[src/rtl/vend_pkg.sv]
// vend_pkg: state encodings and saturating add shared by the vending-session controller.
package vend_pkg;
   typedef enum logic [1:0] {
      ST_IDLE     = 2'd0,
      ST_COLLECT  = 2'd1,
      ST_DISPENSE = 2'd2,
      ST_CHANGE   = 2'd3
   } vend_state_e;
   // Widths up to 32 bits; the 33-bit sum keeps the carry so the clamp never sees a wrapped value.
   function automatic logic [31:0] sat_add(input logic [31:0] a, input logic [31:0] b, input int w);
      logic [32:0] s;
      logic [32:0] m;
      s = {1'b0, a} + {1'b0, b};
      m = (33'd1 << w) - 33'd1;
      return (s > m) ? m[31:0] : s[31:0];
   endfunction
endpackage

[src/rtl/vend_credit_acc.sv]
// vend_credit_acc: saturating credit accumulator with synchronous clear and add-enable.
module vend_credit_acc
   import vend_pkg::*;
#(
   parameter int CREDIT_W = 8,
   parameter int COIN_W   = 6
) (
   input  logic                clk,
   input  logic                rst_n,
   input  logic                clr,
   input  logic                add,
   input  logic [COIN_W-1:0]   coin,
   output logic [CREDIT_W-1:0] credit,
   output logic [CREDIT_W-1:0] credit_next
);
   always_comb begin
      credit_next = add ? CREDIT_W'(sat_add(32'(credit), 32'(coin), CREDIT_W)) : credit;
   end
   always_ff @(posedge clk or negedge rst_n) begin
      if (!rst_n) credit <= '0;
      else credit <= clr ? '0 : credit_next;
   end
endmodule

[src/rtl/vend_session_fsm.sv]
// vend_session_fsm: one purchase session -- collect coins, dispense, then hand back change/refund.
// Define VEND_TIMEOUT_EN to abandon COLLECT after TIMEOUT_CYCLES cycles without a coin.
module vend_session_fsm
   import vend_pkg::*;
#(
   parameter int CREDIT_W       = 8,
   parameter int COIN_W         = 6,
   parameter int TIMEOUT_CYCLES = 1000
) (
   input  logic                clk,
   input  logic                rst_n,
   input  logic                start,
   input  logic [CREDIT_W-1:0] price,
   input  logic                coin_valid,
   input  logic [COIN_W-1:0]   coin_value,
   input  logic                cancel,
   input  logic                change_ack,
   output logic [1:0]          state,
   output logic [CREDIT_W-1:0] credit,
   output logic                dispense,
   output logic                change_valid,
   output logic [CREDIT_W-1:0] change_amt
);
   vend_state_e st, st_n;
   logic [CREDIT_W-1:0] price_q, credit_next, amt_n;
   logic timeout;
   vend_credit_acc #(.CREDIT_W(CREDIT_W), .COIN_W(COIN_W)) u_acc (
      .clk         (clk),
      .rst_n       (rst_n),
      .clr         (st_n == ST_IDLE),
      .add         (st == ST_COLLECT && coin_valid),
      .coin        (coin_value),
      .credit      (credit),
      .credit_next (credit_next)
   );
`ifdef VEND_TIMEOUT_EN
   localparam int TO_W = $clog2(TIMEOUT_CYCLES + 1);
   logic [TO_W-1:0] idle_cnt;
   always_ff @(posedge clk or negedge rst_n) begin
      if (!rst_n) idle_cnt <= '0;
      else idle_cnt <= (st != ST_COLLECT || coin_valid) ? '0 : idle_cnt + 1'b1;
   end
   assign timeout = st == ST_COLLECT && !coin_valid && idle_cnt == TO_W'(TIMEOUT_CYCLES - 1);
`else
   assign timeout = 1'b0;
`endif
   always_comb begin
      st_n  = st;
      amt_n = change_amt;
      case (st)
         ST_IDLE: st_n = start ? ST_COLLECT : ST_IDLE;
         ST_COLLECT:
            if (credit_next >= price_q) st_n = ST_DISPENSE;
            else if (cancel) begin
               st_n  = ST_CHANGE;
               amt_n = credit_next;
            end else if (timeout) begin
               st_n  = (credit != '0) ? ST_CHANGE : ST_IDLE;
               amt_n = credit;
            end
         ST_DISPENSE: begin
            // Entry guarantees credit >= price_q, so any difference is change owed.
            amt_n = credit - price_q;
            st_n  = (credit != price_q) ? ST_CHANGE : ST_IDLE;
         end
         ST_CHANGE:
            if (change_ack) begin
               st_n  = ST_IDLE;
               amt_n = '0;
            end
         default: st_n = ST_IDLE;
      endcase
   end
   always_ff @(posedge clk or negedge rst_n) begin
      if (!rst_n) begin
         st           <= ST_IDLE;
         price_q      <= '0;
         dispense     <= 1'b0;
         change_valid <= 1'b0;
         change_amt   <= '0;
      end else begin
         st           <= st_n;
         price_q      <= (st == ST_IDLE && start) ? price : price_q;
         dispense     <= st_n == ST_DISPENSE;
         change_valid <= st_n == ST_CHANGE;
         change_amt   <= amt_n;
      end
   end
   assign state = st;
endmodule

[config.mk]
export PLATFORM = sky130hd
export DESIGN_NAME = vend_session_fsm
export DESIGN_NICKNAME = d
export VERILOG_FILES = /design/src/rtl/vend_pkg.sv /design/src/rtl/vend_credit_acc.sv /design/src/rtl/vend_session_fsm.sv
export SDC_FILE = /design/constraint.sdc
export NUM_CORES = 1
export LEC_CHECK = 0
export BUFFER_PORTS_ARGS = -buffer_cell sky130_fd_sc_hd__clkbuf_2
export CAP_MARGIN = 10
export CORE_MARGIN = 2
export CORE_UTILIZATION = 55
export CTS_CLUSTER_SIZE = 10
export DETAILED_ROUTE_END_ITERATION = 10
export PLACE_DENSITY = 0.86
export SLEW_MARGIN = 20
export SYNTH_ARGS = -nofsm -noshare
export SYNTH_HDL_FRONTEND = slang
export SYNTH_SLANG_ARGS = --single-unit
export TNS_END_PERCENT = 10
[constraint.sdc]
create_clock -name clk -period 4.4 [get_ports clk]
set_clock_uncertainty 0.15 [all_clocks]
set_input_delay 0.44 -clock clk [delete_from_list [all_inputs] [get_ports clk]]
set_output_delay 0.44 -clock clk [all_outputs]
set_load 0.01 [all_outputs]
# Word-level counts from Yosys, hierarchy flattened
# Cells that the tools add are included.
classes:
  n_eq_ne: 9
  reduce_logical: 6
  n_mux: 13
  addsub: 2
  n_lt_le_gt_ge: 2
op_table:
  columns: ["cell", "count"]
  rows:
  - ["8-bit 2-to-1 mux", 6]
  - ["8-bit one-hot mux with 3 select lines", 1]
  - ["8-bit by 6-bit adder with 9-bit output", 1]
  - ["9-bit by 8-bit > comparator with 1-bit output, second input constant", 1]
  - ["2-bit == test, second input constant", 4]
  - ["8-bit greater-or-equal comparator", 1]
  - ["2-bit 2-to-1 mux", 4]
  - ["8-bit != test", 1]
  - ["2-bit one-hot mux with 4 select lines", 1]
  - ["8-bit subtractor", 1]
  - ["2-bit != test, second input constant", 3]
  - ["2-bit zero test", 2]
  - ["4-bit AND reduction", 1]
  - ["3-bit nonzero test", 1]
  - ["2-bit by 1-bit == test with 1-bit output, second input constant", 1]
  - ["1-bit logical AND", 2]
  - ["1-bit 2-to-1 mux", 1]
totals:
  register_bits: 28
  in_bits: 20
  output_inout_bits: 20

# Depth between registers and ports, before layout
depth:
  ltp_word: 9
  depth_mapped: 16
  mapped_depth_nobuf: 15

# Modules after synthesis
# From an unflattened synthesis, not the netlist that was laid out.
hier_totals:
  hier_cells: 219
  hier_area_um2: 2142.1
by_module_without_submodules:
  columns: ["mod", "area_each_um2", "seq_area_each_um2", "cells_each", "instances"]
  rows:
  - ["vend_session_fsm", 1446.4, 500.5, 148, 1]
  - ["vend_credit_acc", 695.7, 200.2, 71, 1]

# Worst setup path before layout
# OpenSTA, ideal clock, no wires.
synth_path:
  kind: "input port to flip-flop"
  startpoint: "in coin_value[0]"
  endpoint: "reg change_amt[6]"
  setup_time_ps: 121
  t_arrival_ps: 3195
  slack_ps: 933
  cell_stages: 15
  cell_sequence: "ha_1 > fa_1 > a21o_1 > a31oi_2 > o21ai_2 > o22ai_1 > inv_1 > ha_1 > a21o_1 > a221oi_2 > o211ai_1 > o21ai_1 > buf_4 > o21ai_1 > o22a_1"
synth_via:
  elab_chain_len: 7
  word_cells_on_any_way: 10
synth_lines:
  columns: ["element", "line", "source"]
  rows:
  - ["start: declaration", "vend_session_fsm.sv:15", "input logic [COIN_W-1:0] coin_value,"]
  - ["8-bit by 6-bit adder with 9-bit output (*)", "vend_pkg.sv:13", "s = {1'b0, a} + {1'b0, b};"]
  - ["9-bit by 8-bit > comparator with 1-bit output", "vend_pkg.sv:15", "return (s > m) ? m[31:0] : s[31:0];"]
  - ["8-bit 2-to-1 mux (*)", "vend_pkg.sv:15", null]
  - ["8-bit 2-to-1 mux (*)", "vend_credit_acc.sv:17", "credit_next = add ? CREDIT_W'(sat_add(32'(credit), 32'(coin), CREDIT_W)) : credit;"]
  - ["8-bit greater-or-equal comparator or 8-bit 2-to-1 mux (tied branches)", "vend_session_fsm.sv:53, vend_session_fsm.sv:54", null]
  - ["2-bit != test (no line) or 8-bit 2-to-1 mux (tied branches)", null, null]
  - ["4-bit AND reduction (no line) or 8-bit one-hot mux with 3 select lines (tied branches)", null, null]
  - ["end signal: assignment", "vend_session_fsm.sv:86", "change_amt <= amt_n;"]
  - ["end: declaration", "vend_session_fsm.sv:22", "output logic [CREDIT_W-1:0] change_amt"]
# Every way passes the cells marked *; elsewhere a longest branch is shown, timed or not. The select of a mux whose other input is x is not followed.
# A chain may end at the register's enable or synchronous reset.

# Worst setup path in the final report
layout_path:
  startpoint: "reg u_acc.credit[0]"
  endpoint: "reg change_amt[3]"
layout_via:
  elab_chain_len: 7
  word_cells_on_any_way: 11
layout_lines:
  columns: ["element", "line", "source"]
  rows:
  - ["start: declaration", "vend_credit_acc.sv:13", "output logic [CREDIT_W-1:0] credit,"]
  - ["start signal: assignment", "vend_credit_acc.sv:21", "else credit <= clr ? '0 : credit_next;"]
  - ["8-bit by 6-bit adder with 9-bit output", "vend_pkg.sv:13", null]
  - ["9-bit by 8-bit > comparator with 1-bit output", "vend_pkg.sv:15", null]
  - ["8-bit 2-to-1 mux", "vend_pkg.sv:15", null]
  - ["8-bit 2-to-1 mux", "vend_credit_acc.sv:17", null]
  - ["8-bit greater-or-equal comparator or 8-bit 2-to-1 mux (tied branches)", "vend_session_fsm.sv:53, vend_session_fsm.sv:54", null]
  - ["2-bit != test (no line) or 8-bit 2-to-1 mux (tied branches)", null, null]
  - ["4-bit AND reduction (no line) or 8-bit one-hot mux with 3 select lines (tied branches)", null, null]
# Several ways; a longest one is shown, not always the timed one. The select of a mux whose other input is x is not followed.

==> qor.txt <==
Total gr overflow: 0
Final-report hold violation count: 0
Final ANT Viol Nets: 0
Final Power: 1.82 mW
Routability cong.: 1.01
Number of remaining DRC errors: 0
TritonCTS clock tree: done
Peak VDD IR: 0.331 mV
Initial Util: 58.5%
Final slew viol count: 0
Net count reported at finish: 305
Final worst path period share: 86.9%
Worst Path Required: 4.49 ns
Vias in the first global route: 1722
CP peak stage delay: 0.45 ns
Synth Instances: 219
Filler cells: 289
Die width: 64.1 µm
Syn nets: 262
# Post-CTS Setup Buffers: 0
WP buf/inv: 1
Largest family of logic cells by synthesized area: compound AO/OA/AOI/OAI gates
H-tree levels: 1
Area grow syn2layout: 14.3%
Placed cell areas: 2240 µm²
Vias per cell: 5.91
Fmax: 0.261 GHz
Die area: 4100 µm²
Mux share of post-synthesis cell area: 1.83%
N_diodes: 0
Setup-violating endpoint count in the final report: 0
Die height: 64.1 µm
Setup WS pre-CTS: 0.571 ns
Compound-Gate Fraction of Synth Area: 23.6%
CTS Buf Count: 3
Initial antenna violation count: 0
Reg clk slew, reported paths: 0.14 ns
Resized cells post-CTS: 0
Syn avg cell area: 9.06 µm²
Core Util, Final: 66.9%
Critical path peak fanout: 5
Placed insts: 302
First-pass GRT wire length: 8140 µm
Core Region: 3390 µm²
DP Wirelength: 3800 µm
Final Instance Count excl. Fillers: 306
Largest net degree at the start of global routing: 29
Synth Register Bits: 28
Cell family with most CP delay: compound AO/OA/AOI/OAI gates
I/O Buffers: 39
WL final: 4700 µm
Max_cap viols: 0
Via count: 1807
XOR/XNOR Fraction of Synth Area: 3.97%
Ys flop type: dfrtp_1
Most common cell after layout, fill and taps aside: clkbuf_2
Data arrival, critical path: 3.91 ns
Seq/Total Area, Yosys: 35.3%
Slew headroom: 55.6%
Clock root cell: clkbuf_4
HP Class: input port to flop
Final setup margin: 0.574 ns
Share of cells above drive strength 1: 21.9%
Most frequent cells in the layout: clkbuf_2 (39), dfrtp_1 (28), nor2_1 (21), ha_1 (21), inv_1 (20)
YS warnings: 0
Area share of fa/ha/maj cells after synthesis: 15.3%
Clock Sinks: 28
Element type at the critical path end: flop
Status: finished, final reports clean
Power per cell area: 803 nW/µm²
Max Buffers Root-to-Sink: 2
Async SR Flop Fraction: 100%
LEAKAGE: 1.17 nW
Worst hold slack: 0.147 ns
Startpoint types: flop
Synthesized area: 1980 µm²
Slowest stage cell on the critical path: dfrtp_1
DRT iter0 DRCs: 179
Pre-antenna DRT Iters: 4
Post-synthesis simple-gate area fraction: 14.2%
Clock latency at the later pin of the worst-skew pair: 0.33 ns
Floorplan row count: 21
CP Class: flop to flop
Min Tclk post-route: 3.83 ns
Slew at the pin closest to its max-slew limit: 0.666 ns
EDFF count, synth: 0
Avg WL per Cell: 15.3 µm
CP cell instances: ha_1 -> fa_1 -> a21o_1 -> a31oi_2 -> o211ai_1 -> o21ai_0 -> inv_1 -> ha_1 -> a211o_1 -> a31oi_1 -> o211ai_1 -> nor2_1 -> nand2_1 -> o221a_2
Post-route cell area: 2270 µm²
Netlist cell types: 47
GRT Util Overall: 25.6%
TNS Setup: 0 ns
RSZ-0062 raised after global routing: no
I/O pin count: 40
synthesized netlist by cell type, types with 2 or more instances:
cell type	number	area [µm²]
dfrtp_1	28	701
ha_1	21	263
nor2_1	21	78.8
inv_1	20	75.1
nand2_1	15	56.3
a21oi_1	13	65.1
o21ai_0	13	65.1
a21o_1	6	45.0
nor3_1	6	30.0
nand3_1	5	25.0
o21ai_1	5	25.0
o22ai_1	5	31.3
xor2_1	5	43.8
clkbuf_1	4	15.0
o211ai_1	4	30.0
xnor2_1	4	35.0
a221oi_2	3	45.0
and3_1	3	18.8
a211o_1	2	17.5
a31oi_1	2	12.5
and2_1	2	12.5
fa_1	2	40.0
nand2b_1	2	12.5
o2111ai_1	2	17.5
o21a_1	2	15.0
o21bai_1	2	15.0
or3_1	2	12.5
sequential cells by signal, indices dropped and copies added (netlist names):
register	flops
change_amt	8
dispense	1
change_valid	1
u_acc.credit	8
state	2
price_q	8
where the power goes:
group	switching, mW	internal [mW]
logic	0.727	0.530
registers	0.0837	0.376
clock network	0.0736	0.0323
total	0.884	0.938
final timing paths:
check                                 from  slack [ns]         endpoint  cells past startpoint
max                        u_acc.credit[0]        0.57    change_amt[3]                     14
min                               price[7]        0.15       price_q[7]                      3
max reg2reg                u_acc.credit[0]        0.57    change_amt[3]                     14
min reg2reg                  change_amt[5]        0.38    change_amt[5]                      1
max in group asynchronous            rst_n        3.18       price_q[3]                      2
min in group asynchronous            rst_n        0.49  u_acc.credit[0]                      2
cell type report:
type                            count  area, µm²  area share, %
Clock buffer                        3       22.5          0.993
Sequential cell                    28        701           30.9
Tap cell                           46       57.6           2.54
Multi-Input combinational cell    164       1170           51.6
Timing Repair Buffer               45        243           10.7
Inverter                           20       75.1           3.31
worst min-delay path: stages:
cell      delay, ns
clkbuf_2       0.07
nand2_1        0.03
o21ai_0        0.06
logic make-up (layout without fill, tap and decap cells):
logic type | after synthesis | in the layout
AO/OA/AOI/OAI | 68 | 68
XOR/XNOR | 9 | 9
adder cells (fa/ha/maj) | 23 | 23
AND/OR/NAND/NOR | 61 | 61
multiplexers | 3 | 3
buffers and inverters | 27 | 68
flip-flops | 28 | 28
layer usage:
layer / vias to the layer above / global-route usage [%] / share of wire (%)
li1: 871 / - / -
met1: 850 / 36.2 / 44
met2: 71 / 39.3 / 45
met3: 15 / 4.05 / 7.1
met4: 0 / 9.78 / 2.9
met5: - / 0 / 0
repair_timing:
| item | 4_1_cts | 5_1_grt |
|---|---|---|
| endpoints found under the setup margin | 0 | 0 |
| hold buffers | 1 | 0 |
| endpoints found under the hold margin | 28 | 0 |
No activity file was read; power rests on OpenSTA's default activity.
